### src/rtl/noc_wormhole_output_allocator.sv
// Wormhole output-port allocator. A head flit wins round-robin arbitration and the
// output stays locked to that input until its tail flit transfers under credit flow control.
module noc_wormhole_output_allocator #(
    parameter int NUM_PORTS    = 5,
    parameter int CREDIT_DEPTH = 4,
    parameter int IDX_W        = 3
) (
    input  logic                 clk,
    input  logic                 rst_n,
    input  logic [NUM_PORTS-1:0] req_valid,
    input  logic [NUM_PORTS-1:0] req_head,
    input  logic [NUM_PORTS-1:0] req_tail,
    input  logic                 credit_in,
    output logic [NUM_PORTS-1:0] grant,
    output logic [NUM_PORTS-1:0] xfer,
    output logic                 out_valid,
    output logic [IDX_W-1:0]     owner_idx,
    output logic [3:0]           credits,
    output logic                 credit_err
);

    typedef enum logic [0:0] {
        ST_IDLE   = 1'b0,
        ST_LOCKED = 1'b1
    } state_t;

    localparam logic [IDX_W-1:0] LAST_IDX = IDX_W'(NUM_PORTS - 1);
    localparam logic [3:0]       CRED_MAX = 4'(CREDIT_DEPTH);

    state_t               state_r;
    state_t               state_s;
    logic [IDX_W-1:0]     owner_r;
    logic [IDX_W-1:0]     owner_s;
    logic [IDX_W-1:0]     prio_ptr_r;
    logic [IDX_W-1:0]     prio_ptr_s;
    logic [3:0]           credits_r;
    logic [3:0]           credits_s;
    logic                 credit_err_r;
    logic                 credit_err_s;
    logic [NUM_PORTS-1:0] grant_s;
    logic [NUM_PORTS-1:0] xfer_s;
    logic [IDX_W-1:0]     owner_idx_s;
    logic [NUM_PORTS-1:0] eligible_s;
    logic [IDX_W:0]       pick_s;

    // Round-robin search starting at ptr; MSB of the result flags that a winner exists.
    function automatic logic [IDX_W:0] rr_pick(input logic [NUM_PORTS-1:0] elig,
                                               input logic [IDX_W-1:0]     ptr);
        logic [IDX_W:0] res;
        int             idx;
        res = '0;
        for (int k = 0; k < NUM_PORTS; k++) begin
            idx = int'(ptr) + k;
            if (idx >= NUM_PORTS) begin
                idx = idx - NUM_PORTS;
            end else begin
                idx = idx;
            end
            if (elig[idx] && !res[IDX_W]) begin
                res = {1'b1, IDX_W'(idx)};
            end else begin
                res = res;
            end
        end
        return res;
    endfunction

    assign eligible_s = req_valid & req_head;
    assign pick_s     = rr_pick(eligible_s, prio_ptr_r);

    // Next-state, owner/pointer update and the combinational grant/xfer strobes.
    always_comb begin
        state_s     = state_r;
        owner_s     = owner_r;
        prio_ptr_s  = prio_ptr_r;
        grant_s     = '0;
        xfer_s      = '0;
        owner_idx_s = '0;
        case (state_r)
            ST_IDLE: begin
                if (pick_s[IDX_W]) begin
                    owner_s = pick_s[IDX_W-1:0];
                    state_s = ST_LOCKED;
                end else begin
                    state_s = ST_IDLE;
                end
            end
            ST_LOCKED: begin
                grant_s[owner_r] = 1'b1;
                owner_idx_s      = owner_r;
                // A stalled owner keeps the lock indefinitely; only a tail transfer releases it.
                if (req_valid[owner_r] && (credits_r != 4'd0)) begin
                    xfer_s[owner_r] = 1'b1;
                    if (req_tail[owner_r]) begin
                        state_s    = ST_IDLE;
                        prio_ptr_s = (owner_r == LAST_IDX) ? '0 : owner_r + IDX_W'(1);
                    end else begin
                        state_s = ST_LOCKED;
                    end
                end else begin
                    state_s = ST_LOCKED;
                end
            end
            default: begin
                state_s = ST_IDLE;
            end
        endcase
    end

    // Credit counter: a transfer consumes a slot, credit_in returns one; both at once cancel.
    always_comb begin
        credits_s    = credits_r;
        credit_err_s = credit_err_r;
        case ({credit_in, |xfer_s})
            2'b10: begin
                if (credits_r == CRED_MAX) begin
                    credit_err_s = 1'b1;
                end else begin
                    credits_s = credits_r + 4'd1;
                end
            end
            2'b01:   credits_s = credits_r - 4'd1;
            default: credits_s = credits_r;
        endcase
    end

    // State, owner, priority pointer and credit registers.
    always_ff @(posedge clk or negedge rst_n) begin
        if (!rst_n) begin
            state_r      <= ST_IDLE;
            owner_r      <= '0;
            prio_ptr_r   <= '0;
            credits_r    <= CRED_MAX;
            credit_err_r <= 1'b0;
        end else begin
            state_r      <= state_s;
            owner_r      <= owner_s;
            prio_ptr_r   <= prio_ptr_s;
            credits_r    <= credits_s;
            credit_err_r <= credit_err_s;
        end
    end

    assign grant      = grant_s;
    assign xfer       = xfer_s;
    assign out_valid  = |xfer_s;
    assign owner_idx  = owner_idx_s;
    assign credits    = credits_r;
    assign credit_err = credit_err_r;

endmodule

### config.mk
export PLATFORM = sky130hd
export DESIGN_NAME = noc_wormhole_output_allocator
export DESIGN_NICKNAME = d
export VERILOG_FILES = /design/src/rtl/noc_wormhole_output_allocator.sv
export SDC_FILE = /design/constraint.sdc
export NUM_CORES = 1
export LEC_CHECK = 0
export BUFFER_PORTS_ARGS = -buffer_cell sky130_fd_sc_hd__buf_2
export CAP_MARGIN = 20
export CORE_UTILIZATION = 51
export CTS_CLUSTER_SIZE = 30
export DETAILED_ROUTE_END_ITERATION = 7
export PLACE_DENSITY = 0.76
export SYNTH_ARGS = -nofsm -noshare
export SYNTH_HDL_FRONTEND = slang
export SYNTH_SLANG_ARGS = --single-unit
### constraint.sdc
create_clock -name clk -period 2.9 [get_ports clk]
set_input_delay 0.145 -clock clk [delete_from_list [all_inputs] [get_ports clk]]
set_output_delay 0.145 -clock clk [all_outputs]
set_load 0.03 [all_outputs]
==> results of run 1 <==
[cell type report]
cell class / instances / area [um^2]
Clock buffer: 4 / 55.1
Fill cell: 228 / 701
Inverter: 17 / 68.8
Multi-Input combinational cell: 209 / 1710
Sequential cell: 12 / 305
Tap cell: 46 / 57.6
Timing Repair Buffer: 84 / 547
[cells in the mapped netlist, drive strengths merged (4+ instances only)]
cell type / n
ha: 16
a211oi: 4
buf: 4
mux2i: 10
o21ai: 13
nor2: 18
dfrtp: 11
nand2b: 4
nand3: 10
xnor2: 4
clkbuf: 6
nor3: 17
a21oi: 19
inv: 17
nand2: 29
and2: 7
a21o: 5
[stage by stage]
step / hold slack (ns) / TNS (ns)
final: 0.181 / -0.0850
after global routing: 0.190 / -0.375
after CTS: 0.188 / 0
after detailed placement: 0.0418 / -0.268
after global placement: 0.0438 / -0.0892
after floorplan: -0.151 / 0
[state kept, by name, indices dropped and copies added (netlist names)]
name        flops
credits         4
owner_r         3
prio_ptr_r      3
credit_err      1
state_r         1
[worst paths after layout]
path                                     from  cells after the start    endpoint
worst min-delay path                credit_in                      2  credit_err
min in group asynchronous               rst_n                      2  owner_r[0]
worst max register to register  prio_ptr_r[1]                     12  owner_r[0]
worst max-delay path            prio_ptr_r[1]                     12  owner_r[0]
max in group asynchronous               rst_n                      2  credits[2]
worst min register to register     credit_err                      1  credit_err
[repair_timing]
action	CTS	global route
pin swaps	3	14
resized for setup	9	40
hold endpoints to repair	11	0
buffers inserted	1	4
hold buffers	1	0
endpoints found under the setup margin	3	5
[worst max-delay path, delay by kind of cell, from the launching register on]
kind / cells / cell delay, ns
simple gates: 5 / 1.17
compound gates: 3 / 0.53
flops: 1 / 0.47
buf+inv: 3 / 0.37
fa+ha+maj: 1 / 0.31
[cells by family after synthesis]
group / Yosys count / synth area share (%)
adders and majority gates: 17 / 11.7
xor gates and xnor gates: 6 / 3.20
and+or+nand+nor: 101 / 26.9
DFF: 12 / 16.1
buffers and inverters: 27 / 5.80
AOI/OAI and AO/OA: 71 / 27.4
muxes: 14 / 8.93
[layer usage]
| layer | track usage [%] | vias up | part of all wire, % |
|---|---|---|---|
| met2 | 53.0 | 147 | 50 |
| met1 | 41.0 | 1096 | 41 |
| met5 | 0 | - | 0 |
| met3 | 4.38 | 18 | 7.7 |
| met4 | 10.5 | 0 | 2.0 |
| li1 | - | 1074 | - |
==> summary.txt, run 1 <==
Synthesis
  – Yosys top cell area share: 14.7%
  – Synth top area cells: dfrtp_1, ha_1, nand2_1, mux2i_1, a21oi_1
  – Syn_nets: 283
  – Avg Inst Size Synth: approximately 7.6 um^2
  – Async set or reset register ratio after synthesis: between 90% and 100%
  – Mapped Area: roughly 1900 um^2
  – Yosys reg bits: 12
  – Ys flop type: dfrtp_1
  – Synth area leader: dfrtp_1
  – Synth Instances: around 250
  – Post-synth EDFFs: 0
  – Synth cell types: 59
  – Synth Warn #: 0
  – Sequential area share after synthesis: approximately 16%

Timing
  – Worst Skew: about 0.0066 ns
  – Final hold vios: 0
  – Max-slew headroom: between 60% and 70%
  – Worst Max-Slew Pin Slew: 0.579 ns
  – Fmax: around 340 MHz
  – Final min period: about 3 ns
  – Max Slew Vio Count: 0
  – RSZ-0062 raised after global routing: yes
  – Final worst path period share: 102%
  – Setup-failing EPs final: 3
  – Setup ws final: -0.0454 ns

Worst setup path
  – WP data required: 3.06 ns
  – Worst path slowest cell: dfrtp_2
  – CP Class: reg -> reg
  – Kind of end point of the critical path: flip-flop
  – Arrival time at the worst endpoint: slightly above 3 ns
  – CP Cell Sequence: inv_4, ha_4, buf_4, nand2_1, nor4bb_2, a211oi_1, buf_4, or3_4, o221a_2, a41oi_2, nor2_1, nor4_2
  – Startpoint Class: flip-flop
  – CP dominant cell by count: buf_4
  – Critical-path maximum fanout: 7
  – CP max stage delay: between 0.4 and 0.5 ns
  – Reg-to-reg setup timing slack: -0.05 ns

Detailed routing
  – DR DRC count: 0
  – Post-DRT Antenna Nets: 0
  – DRT iter0 DRCs: between 200 and 300
  – Drt wl/cell: approximately 18 um
  – DRT Wirelength: around 6.6 mm
  – Via count: approximately 2300
  – DRT Pass-1 Iters: 5
  – Vias per cell: ~6.3

Floorplan
  – DIE WIDTH: ~63 um
  – IO Pins: 37
  – Full die area: a little under 4000 um^2
  – Starting Density: a little over half
  – Core area: between 3000 and 4000 um^2
  – Die H: about 63 um
  – Site Rows: 21

Clocking
  – Clock tree buffer depth: 2
  – Clk sinks: 12
  – H-tree depth: 1
  – CTS root buffer: clkbuf_8
  – Clock transition at the registers of the reported paths: approximately 0.060 ns
  – TritonCTS buffer count: 3
  – Clk Latency, worst-skew pair: approximately 0.25 ns
  – CTS tree: done

Outcome
  – Violated checks: negative setup slack
  – Outcome: finished with violations

Layout
  – Share of cells above drive strength 1: approximately 45%
  – Most common cell after layout, fill and taps aside: buf_4
  – Nets: between 300 and 400
  – Antenna diodes: 0
  – Design area: between 2000 and 3000 um^2
  – Final Instance Count excl. Fillers: around 370
  – Most frequent cells in the layout: buf_4, buf_2, nand2_1
  – Util after Layout: ~80%
  – Syn-to-layout area delta: 46.1%

GRT
  – Largest net degree at the start of global routing: 19
  – Total track usage: between 30% and 40%
  – Vias in the first global route: 2125
  – GRT overflow: 0
  – Initial antenna violation count: 0
  – Global-route wire length before repair: approximately 9.8 mm

Flow run
  – Max_cap viols: 0

Placed design
  – Routability cong.: ~0.9
  – # port buffers: 36
  – DP HPWL: roughly 4.5 mm
  – Pre-CTS WS: -0.154 ns
  – Placed Cells incl. Taps: ~360
  – Dpl cell area: about 2400 um^2

Worst hold path
  – Worst Hold Class: in -> reg
Power of run 1 is left out: the tool's default activity adds up to more than one toggle a clock period on the data nets, which glitch-free logic cannot reach.
==> run 2, diff against run 1 <==
MAX_ROUTING_LAYER = met4   (was not set)
PLACE_DENSITY = 0.74   (was 0.76)
SLEW_MARGIN = 15   (was not set)
==> summary.txt, run 2 (synthesis gave the netlist of run 1 again) <==
Clocking
  – Clock tree buffer depth: 2 (unchanged)
  – TritonCTS buffer count: 3 (unchanged)
  – Clk Latency, worst-skew pair: 0.25 ns (about the same)
  – CTS root buffer: clkbuf_8
  – Clock transition at the registers of the reported paths: 0.06 ns (about the same)
  – CTS tree: done
  – H-tree depth: 1 (unchanged)
  – Clk sinks: 12 (unchanged)

Worst setup path
  – Worst reg2reg path endpoint: owner_r[2]
  – Critical-path maximum fanout: 6 (-1)
  – Startpoint Class: flip-flop
  – Worst path slowest cell: dfrtp_2
  – Worst Reg-to-Reg Cells: 13 (+1)
  – WP data required: 3.09 ns (+0.03 ns)
  – CP dominant cell by count: buf_4
  – CP Cell Sequence: inv_4, buf_4, ha_4, buf_4, a21o_1, a21oi_1, o32ai_2, o211ai_1, a211oi_2, buf_4, nand4b_1, o32ai_2, a21o_1
  – CP max stage delay: 0.47 ns (about the same)
  – CP top delay family: compound AO/OA/AOI/OAI gates
  – CP Buf/Inv Count: 4 (+1)
  – RR Startpoint: prio_ptr_r[1]
  – Kind of end point of the critical path: flip-flop
  – Reg-to-reg setup timing slack: -0.08 ns (-0.04 ns)
  – Arrival time at the worst endpoint: 3.17 ns (+0.07 ns)
  – CP Class: reg -> reg

Timing
  – Worst Skew: 0.00272 ns (-0.00393 ns)
  – RSZ-0062 raised after global routing: yes
  – Fmax: 335 MHz (-1.3%)
  – Max-slew headroom: 62.2% (+0.78 points)
  – Max Slew Vio Count: 0 (unchanged)
  – Worst Max-Slew Pin Slew: 0.567 ns (-0.0117 ns)
  – Final min period: 2.98 ns (+0.0391 ns)
  – Setup ws final: -0.0845 ns (-0.0391 ns)
  – Final worst path period share: 103% (+1.3 points)
  – Final hold vios: 0 (unchanged)
  – Setup-failing EPs final: 4 (+1)

Detailed routing
  – DRT Pass-1 Iters: 5 (unchanged)
  – DRT iter0 DRCs: 234 (-19%)
  – Via count: 2282 (-2.3%)
  – Post-DRT Antenna Nets: 0 (unchanged)
  – DRT Wirelength: 6.28 mm (-4.1%)
  – Drt wl/cell: 16.6 um (-5.9%)
  – DR DRC count: 0 (unchanged)
  – Vias per cell: 6.02 (-4.1%)

GRT
  – Total track usage: 31.6% (+0.20 points)
  – GRT overflow: 0 (unchanged)
  – Initial antenna violation count: 0 (unchanged)
  – Vias in the first global route: 2091 (-1.6%)
  – Global-route wire length before repair: 9.67 mm (-1.6%)
  – Largest net degree at the start of global routing: 22 (+3)

Layout
  – Most common cell after layout, fill and taps aside: buf_4
  – Most frequent cells in the layout: buf_4, buf_2, nand2_1
  – Nets: 369 (+1.9%)
  – Max reg flops: 4 (unchanged)
  – Multi-input logic area: 1730 um^2 (+1.2%)
  – Antenna diodes: 0 (unchanged)
  – Final Instance Count excl. Fillers: 379 (+1.9%)
  – Syn-to-layout area delta: 50.0%
  – Fillcell total: 208 (-8.8%)
  – Sequential standard cell area: 304 um^2 (-0.41%)
  – Share of cells above drive strength 1: 44.7% (-0.35 points)

Flow run
  – Max_cap viols: 0 (unchanged)

Placed design
  – # port buffers: 36 (unchanged)
  – DP HPWL: 4.51 mm (+1.1%)
  – Routability cong.: 1.00 (+13%)
  – Placed Cells incl. Taps: 364 (+0.55%)

Floorplan
  – Full die area: 3930 um^2 (unchanged)
  – Die H: 62.7 um (unchanged)
  – IO Pins: 37 (unchanged)
  – Site Rows: 21 (unchanged)
  – Core area: 3440 um^2 (unchanged)
  – Starting Density: 54.5% (unchanged)
  – DIE WIDTH: 62.7 um (unchanged)

Outcome
  – Violated checks: negative setup slack
  – Outcome: finished with violations

Worst hold path
  – Hold Crit Start: credit_in
  – Worst Hold Class: in -> reg
  – Hold Crit Depth: 2 (unchanged)
  – WHS Endpoint: credit_err
[run 2: worst register-to-register path, cell delays in order, from the launching register on]
cell and delay, ns:
dfrtp_2 0.47, inv_4 0.14, buf_4 0.15, ha_4 0.14, buf_4 0.14, a21o_1 0.15
a21oi_1 0.06, o32ai_2 0.32, o211ai_1 0.24, a211oi_2 0.28, buf_4 0.17, nand4b_1 0.22
o32ai_2 0.32, a21o_1 0.11
[run 2: repair_timing]
item	in CTS	in global routing
buffers inserted	1	9
pin swaps	6	14
endpoints found under the hold margin	11	0
gates resized for setup	13	37
endpoints found under the setup margin	3	5
hold buffers	1	0
[run 2: cell type report]
type / instances / share of cell area (%)
sequential: 12 / 10.8
tap: 46 / 2.04
multi-input combinational: 209 / 61.4
inverter: 17 / 2.36
clock buffer: 4 / 1.96
timing repair buffer: 91 / 21.4
[run 2: how the worst max path moves through the flow]
| stage | from | end | slack (ns) | cells after the start |
|---|---|---|---|---|
| finish | prio_ptr_r[1] | owner_r[2] | -0.08 | 13 |
| floorplan | prio_ptr_r[1] | owner_r[1] | 0.004 | 11 |
| CTS | prio_ptr_r[0] | owner_r[0] | -0.002 | 10 |
| global placement | prio_ptr_r[1] | owner_r[0] | -0.05 | 12 |
| detailed placement | prio_ptr_r[1] | owner_r[2] | -0.08 | 12 |
| global route | prio_ptr_r[1] | owner_r[2] | -0.22 | 10 |
[run 2: through the flow]
| step | setup slack (ns) | utilization [%] | hold slack (ns) | cell area, um^2 | TNS (ns) |
|---|---|---|---|---|---|
| 2_1_floorplan | 0.00396 | - | -0.151 | 1910 | 0 |
| 3_3_place_gp | -0.0514 | 70.3 | 0.0411 | 2420 | -0.104 |
| 3_5_place_dp | -0.0769 | 70.3 | 0.0463 | 2420 | -0.202 |
| 4_1_cts | -0.00224 | 73.8 | 0.178 | 2540 | -0.00224 |
| 5_1_grt | -0.216 | 81.8 | 0.194 | 2820 | -0.799 |
| 6_report | -0.0845 | 81.8 | 0.173 | 2820 | -0.228 |
[run 2: per-layer routing]
layer	global-route usage, %	part of all wire [%]	vias up
met1	42.5	43	1083
met5	-	0	-
met3	3.47	5.3	12
li1	-	-	1090
met4	5.52	1.3	0
met2	51.8	50	97
Power of run 2 is left out for the same reason.
